--- config.mk ---
export PLATFORM = sky130hd
export DESIGN_NAME = fb_port_arbiter
export DESIGN_NICKNAME = d
export VERILOG_FILES = /design/src/rtl/fb_port_arbiter.sv
export SDC_FILE = /design/constraint.sdc
export NUM_CORES = 1
export LEC_CHECK = 0
export BUFFER_PORTS_ARGS = -buffer_cell sky130_fd_sc_hd__buf_4
export CAP_MARGIN = 30
export CELL_PAD_IN_SITES_DETAIL_PLACEMENT = 0
export CELL_PAD_IN_SITES_GLOBAL_PLACEMENT = 1
export CORE_AREA = 2 2 119 121
export CTS_CLUSTER_DIAMETER = 60
export DETAILED_ROUTE_END_ITERATION = 10
export DIE_AREA = 0 0 121 123
export GPL_ROUTABILITY_DRIVEN = 0
export PLACE_DENSITY_LB_ADDON = 0.12
export RECOVER_POWER = 50
export SLEW_MARGIN = 15
export SYNTH_ARGS = -nofsm -noshare
export SYNTH_HDL_FRONTEND = slang
export SYNTH_SLANG_ARGS = --single-unit
--- constraint.sdc ---
create_clock -name Clk -period 2.75 [get_ports Clk]
set_input_delay 0.275 -clock Clk [delete_from_list [all_inputs] [get_ports Clk]]
set_output_delay 0.275 -clock Clk [all_outputs]
set_load 0.01 [all_outputs]
--- src/rtl/fb_port_arbiter.sv ---
// fb_port_arbiter: shares one framebuffer RAM port between scanout (priority) and round-robin draw clients.
// Optional build macro FB_ARB_TRANSKEY_EN: draw writes of TRANS_KEY are accepted but never reach the RAM.
module fb_port_arbiter #(
    parameter int                NUM_REQ      = 4,
    parameter int                ADDR_W       = 19,
    parameter int                DATA_W       = 24,
    parameter int                STARVE_LIMIT = 16,
    parameter logic [DATA_W-1:0] TRANS_KEY    = 24'hFF00FF
) (
    input  logic                      Clk,
    input  logic                      Reset,
    input  logic                      scan_req,
    input  logic [ADDR_W-1:0]         scan_addr,
    output logic                      scan_ready,
    output logic                      scan_rvalid,
    input  logic [NUM_REQ-1:0]        req_valid,
    input  logic [NUM_REQ-1:0]        req_we,
    input  logic [NUM_REQ*ADDR_W-1:0] req_addr,
    input  logic [NUM_REQ*DATA_W-1:0] req_wdata,
    output logic [NUM_REQ-1:0]        req_ready,
    output logic [NUM_REQ-1:0]        rsp_valid,
    output logic [DATA_W-1:0]         rd_data,
    output logic [ADDR_W-1:0]         ram_addr,
    output logic [DATA_W-1:0]         ram_wdata,
    output logic                      ram_we,
    input  logic [DATA_W-1:0]         ram_rdata,
    output logic [1:0]                dbg_state
);
    localparam int PTR_W = (NUM_REQ > 1) ? $clog2(NUM_REQ) : 1;

    typedef enum logic [1:0] {IDLE = 2'd0, SCAN = 2'd1, DRAW = 2'd2, FORCE = 2'd3} state_t;

    // Handshake: a transfer happens in a cycle where both valid and ready are high;
    // requesters hold addr/we/wdata stable until they see ready.
    state_t             state, state_next;
    logic [PTR_W-1:0]   rr_ptr;
    logic [7:0]         starve_cnt;
    logic [PTR_W-1:0]   sel;
    logic               draw_found;
    logic               grant_scan, grant_draw;
    logic               sel_we;
    logic [ADDR_W-1:0]  sel_addr;
    logic [DATA_W-1:0]  sel_wdata;
    logic               key_hit;
    logic               tag_scan;
    logic [NUM_REQ-1:0] tag_rsp;
    int                 idx;

    always_comb begin
        draw_found = 1'b0;
        sel        = '0;
        idx        = 0;
        for (int k = 0; k < NUM_REQ; k++) begin
            idx = int'(rr_ptr) + k;
            if (idx >= NUM_REQ) idx = idx - NUM_REQ;
            if (!draw_found && req_valid[idx]) begin
                draw_found = 1'b1;
                sel        = PTR_W'(idx);
            end
        end
    end

    // A draw grant while scan_req is high can only be the starvation override.
    always_comb begin
        grant_scan = 1'b0;
        grant_draw = 1'b0;
        state_next = IDLE;
        if (!Reset) begin
            if (scan_req && (starve_cnt < 8'(STARVE_LIMIT))) begin
                grant_scan = 1'b1;
                state_next = SCAN;
            end else if (draw_found) begin
                grant_draw = 1'b1;
                state_next = scan_req ? FORCE : DRAW;
            end
        end
    end

    assign sel_we    = req_we[sel];
    assign sel_addr  = req_addr[sel*ADDR_W +: ADDR_W];
    assign sel_wdata = req_wdata[sel*DATA_W +: DATA_W];

`ifdef FB_ARB_TRANSKEY_EN
    assign key_hit = (sel_wdata == TRANS_KEY);
`else
    assign key_hit = 1'b0 & (sel_wdata == TRANS_KEY);
`endif

    always_comb begin
        scan_ready = grant_scan;
        req_ready  = '0;
        ram_we     = 1'b0;
        ram_addr   = scan_addr;
        ram_wdata  = '0;
        if (grant_draw) begin
            req_ready[sel] = 1'b1;
            ram_addr       = sel_addr;
            ram_wdata      = sel_wdata;
            ram_we         = sel_we && !key_hit;
        end
    end

    always_ff @(posedge Clk) begin
        if (Reset) state <= IDLE;
        else       state <= state_next;
    end

    always_ff @(posedge Clk) begin
        if (Reset) begin
            rr_ptr     <= '0;
            starve_cnt <= '0;
            tag_scan   <= 1'b0;
            tag_rsp    <= '0;
        end else begin
            tag_scan <= grant_scan;
            tag_rsp  <= (grant_draw && !sel_we) ? req_ready : '0;
            if (grant_draw)
                rr_ptr <= (sel == PTR_W'(NUM_REQ - 1)) ? '0 : sel + 1'b1;
            if (grant_draw || (req_valid == '0))
                starve_cnt <= '0;
            else if (grant_scan)
                starve_cnt <= starve_cnt + 8'd1;
        end
    end

    // Responses are masked while Reset is high so a read caught in flight is dropped.
    assign scan_rvalid = tag_scan && !Reset;
    assign rsp_valid   = Reset ? '0 : tag_rsp;
    assign rd_data     = (scan_rvalid || (rsp_valid != '0)) ? ram_rdata : '0;
    assign dbg_state   = state;

endmodule

* Word level (Yosys, flattened, before mapping) *
Index checks and enable logic that the tools add are counted.

storage, ports and cells
  register bits after elaboration = 17
  output and inout port bits = 80
  word-level logic and storage cells = 95

operators by class
  $add $sub $neg = 9
  multipliers = 2
  $lt $le $gt $ge = 11
  equality and inequality tests = 1
  shifts and indexed selects = 2
  multiplexer cells = 43
  bitwise gates (word level) = 2
  reduce and logical (&&, ||, !) cells = 19

operators with widths
  cell                                                       number
  < comparator 32 x 4 -> 1 bit (second input constant)       4
  2-to-1 mux 32 bit                                          4
  variable part select 96 x 8 -> 24 bit                      1
  variable part select 76 x 8 -> 19 bit                      1
  2-to-1 mux 24 bit                                          2
  2-to-1 mux 1 bit                                           23
  2-to-1 mux 19 bit                                          1
  subtractor 3 x 3 -> 4 bit (second input constant)          3
  binary-select mux 1 bit (select 2 bit)                     5
  2-to-1 mux 2 bit                                           5
  greater-or-equal comparator 3 bit (second input constant)  3
  adder 8 x 1 -> 8 bit (second input constant)               1
  < comparator 8 x 5 -> 1 bit (second input constant)        1
  2-to-1 mux 4 bit                                           2
  logical AND 1 bit                                          7
  multiplier 2 x 5 -> 7 bit (second input constant)          1
  adder 2 x 2 -> 3 bit (second input constant)               2
  logical NOT 1 bit                                          5
  logical NOT 4 bit                                          1
  multiplier 2 x 2 -> 4 bit (second input constant)          1
  nonzero test 4 bit                                         1
  OR reduction 2 bit                                         2
  subtractor 2 x 3 -> 4 bit (second input constant)          1
  adder 2 x 1 -> 3 bit (second input constant)               1
  9 further kinds                                            11

* Logic depth before layout (Yosys ltp) *
  depth after elaboration = 21
  mapped depth = 9
  depth with buffers taken out = 7

* Worst setup path after synthesis *
OpenSTA, ideal clock, no wires.

  kind = reg-to-output
  start point = register rr_ptr[1]
  end point = output ram_wdata[10]
  arrival = 1860 ps
  setup slack = 615 ps
  stages on the path, launching flop included = 8
  path through = dfxtp_1 mux2i_1 nor2_1 nor3_4 clkinv_1 clkbuf_1 buf_1 a311oi_1

on the way
  longest elaborated chain between the ends = 19

RTL lines
  what                                                                line  text
  from (decl)                                                         36    logic [PTR_W-1:0] rr_ptr;
  from (signal assigned)                                              118   rr_ptr <= (sel == PTR_W'(NUM_REQ - 1)) ? '0 : sel + 1'b1;
  branches (longest 18 deep; another with subtractor 3 x 3 -> 4 bit)  -
  2-to-1 mux 24 bit (*)                                               95    if (grant_draw) begin
  to (decl)                                                           24    output logic [DATA_W-1:0] ram_wdata,

Mark *: on every way between the ends. The select of a mux whose other input is x is not followed.

* Worst setup path in the final report *
  start point = register rr_ptr[1]
  end point = output ram_we

on the way
  longest elaborated chain between the ends = 19

RTL lines
  what                                                                line  text
  branches (longest 18 deep; another with subtractor 3 x 3 -> 4 bit)  -
  2-to-1 mux 1 bit (*)                                                95
  to (decl)                                                           25    output logic ram_we,

Marked as above.

==> metrics.txt <==
vias in the first global route=3,658; clock insertion delay at the later pin of the skew report=0.25 ns; routed len/inst=17.0 µm; Largest stage delay, worst path=0.40 ns; via density per instance=4.61; fraction of synthesis flops using an asynchronous set or reset pin=0%; Clock Path Buffers=2; Design Power=2.08 mW; path type of the worst min-delay path=in -> reg; global-route wire length before repair=20,100 µm; Max stage delay cell, worst path=dfxtp_1; synthesized netlist cell count=337; number of clock sinks=17; number of H-tree branching levels=1; maximum operating frequency=0.392 GHz; Post-Synthesis Mean Instance Area=7.31 µm²; Leakage=2.51 nW; sequential group share of total power=13.3%; CP startpoint kind=register; number of buffer cells added on primary ports=305; share of the clock period used by the worst path after layout=92.8%; Synth top area share=15.9%; post-layout instance area=4920 µm²; setup_tns=0 ns; worst path bufs/invs=3; area growth from synthesis to layout=99.8%; switching power summed over all nets=0.880 mW; maximum fanout along the worst path=21; Mapped Area=2460 µm²; boundary pin count=306; Primary FF master, synth=dfxtp_1; minimum setup slack among reg-to-reg paths=0.76 ns; Setup WS post-layout=0.198 ns; top cells by area in the synthesized netlist=mux2i_1, dfxtp_1, nand2_1; max-slew violations=0; Total Die Area=14,900 µm²; Hold Violations, Final=0; Core ar.=13,600 µm²; Rows=43; Horiz. Die Dim=121 µm; final setup vio count=0; number of flops mapped to enable cells by yosys=0; ratio of cells with drive above 1 in the final layout=49.0%; hpwl dp=11,000 µm; CP dominant cell by count=buf_4; number of nets in the layout=860; final antenna diode count=0; ordered cell list for the critical path=nand2b_1, a21oi_1, nor3_4, clkinv_1, buf_4, a211o_1, and3_1, buf_4; number of hold buffers added after CTS=0; minimum clock period after layout=2.55 ns; DR pass1 iterations=4; arrival time worst endpoint=2.28 ns; drt first-iter violations=146; Clock Root Buffer=clkbuf_16; aggregate global-route resource usage=17.1%; IR Drop Worst-Case VDD=184 µV; initial core utilization=18.1%; Antenna Violating Nets Remaining=0; switching share of total power=42.2%; cell area power density=424 nW/µm²; Yosys cell types=38; Seq cells post-synth=17; synthesis warning total=0; Max Cap Viol=0; placed instance area=4900 µm²; slew at the pin with the worst max-slew slack=0.591 ns; headroom to the max-slew limit=60.6%; TritonCTS clock tree=done; critical path start-end classification=reg -> out; fraction of the core area covered by cells at the end of the flow=36.1%; post-synthesis cell type with the largest combined area=mux2i_1; number of buffers created by CTS=3; worst setup timing slack at the placement stage=0.356 ns; DR DRC count=0; Worst setup EP type=output port; Power Internal=1.21 mW; sequential fraction of the synthesis area=13.8%; GR Overflow Total=0; antenna violations before repair=0; skew final=0.00330 ns; final wirelength=13,700 µm; clock network fraction of design power=14.0%; RSZ-0062 raised after global routing=false; post-CTS clock slew at the launch and capture registers of the worst setup and hold paths=0.05 ns; Critical Path RT=2.48 ns; family of cells with the greatest summed delay on the critical path=simple AND/OR/NAND/NOR gates; number of vias in the routed layout=3,722; outcome=finished clean; overall die height=123 µm; relative contribution of combinational cells to total power=72.7%; largest net degree at the start of global routing=65
## power groups by stage
stage	Sequential [mW]	Clock [mW]	Combinational [mW]
final	0.277	0.291	1.52
after global routing	0.279	0.308	1.65
after CTS	0.277	0.296	1.56
after detailed placement	0.282	0	1.55
after global placement	0.281	0	1.55
after floorplan	0.280	0	0.865
## repair_timing
action                                  CTS  global route
gates resized for setup                   0             1
endpoints found under the setup margin    0            20
buffers inserted                          0             0
## flip-flops by register name, indices dropped and copies added (netlist names)
signal,cells
tag_scan,1
rr_ptr,2
tag_rsp,4
dbg_state,2
starve_cnt,8
## path summary, 6_finish.rpt
path,from,endpoint,cells after the start
setup / recovery,rr_ptr[1],ram_we,8
hold reg to reg,starve_cnt[0],starve_cnt[0],1
setup reg to reg,rr_ptr[1],tag_rsp[0],8
hold / removal,Reset,dbg_state[0],2
## routing by layer
| layer | wire [µm] | track usage [%] |
|---|---|---|
| met5 | 0 | 0 |
| met4 | 391 | 4.87 |
| met3 | 1320 | 4.43 |
| met2 | 6740 | 31.8 |
| met1 | 5260 | 19.2 |
## cells in the mapped netlist (6+ instances only)
library cell  number
nand2_1           73
mux2i_1           39
and3_1            33
a211oi_1          24
a311oi_1          24
and2_1            24
o221ai_1          19
dfxtp_1           17
clkbuf_1          14
nor2_1             8
nor2b_1            7
buf_4              6
## cells in the final DEF (no fill, tap or decap), types with 15 or more instances in the layout
cell type and instances:
buf_4 297, and2_0 15, dfxtp_1 17, clkbuf_1 17
and3_1 33, mux2i_1 39, a311oi_1 24, o221ai_1 19
nand2_1 74, a211oi_1 24
## cell type report
type | count | area, µm²
fill | 1460 | 8690
timing repair buffer | 315 | 2310
inverter | 6 | 27.5
sequential | 17 | 340
clock buffer | 3 | 75.1
multi-input combinational | 286 | 1930
tap | 180 | 225
clock inverter | 1 | 5.00
## kinds of logic after synthesis
| family | after synthesis | share of synthesized area (%) |
|---|---|---|
| xor+xnor | 2 | 0.712 |
| fa+ha+maj | 5 | 2.54 |
| other cells | 1 | 0.152 |
| flops | 17 | 13.8 |
| simple gates | 158 | 32.3 |
| mux | 39 | 15.9 |
| compound gates | 79 | 26.3 |
| buf+inv | 36 | 8.28 |
## metrics by stage
step	std cells	hold WS (ns)
final	808	0.301
after floorplan	339	0.344
after global placement	804	0.432
after CTS	808	0.300
after global routing	808	0.315
after detailed placement	804	0.438
## worst reg2reg max path, stage by stage, from the launching register on
cell      delay, ns
dfxtp_1        0.40
nand2b_1       0.13
a21oi_1        0.10
nor3_4         0.32
clkinv_1       0.17
buf_4          0.24
ha_1           0.21
and3_1         0.17
a21boi_0       0.13
Power figures use the tool's default switching activity.
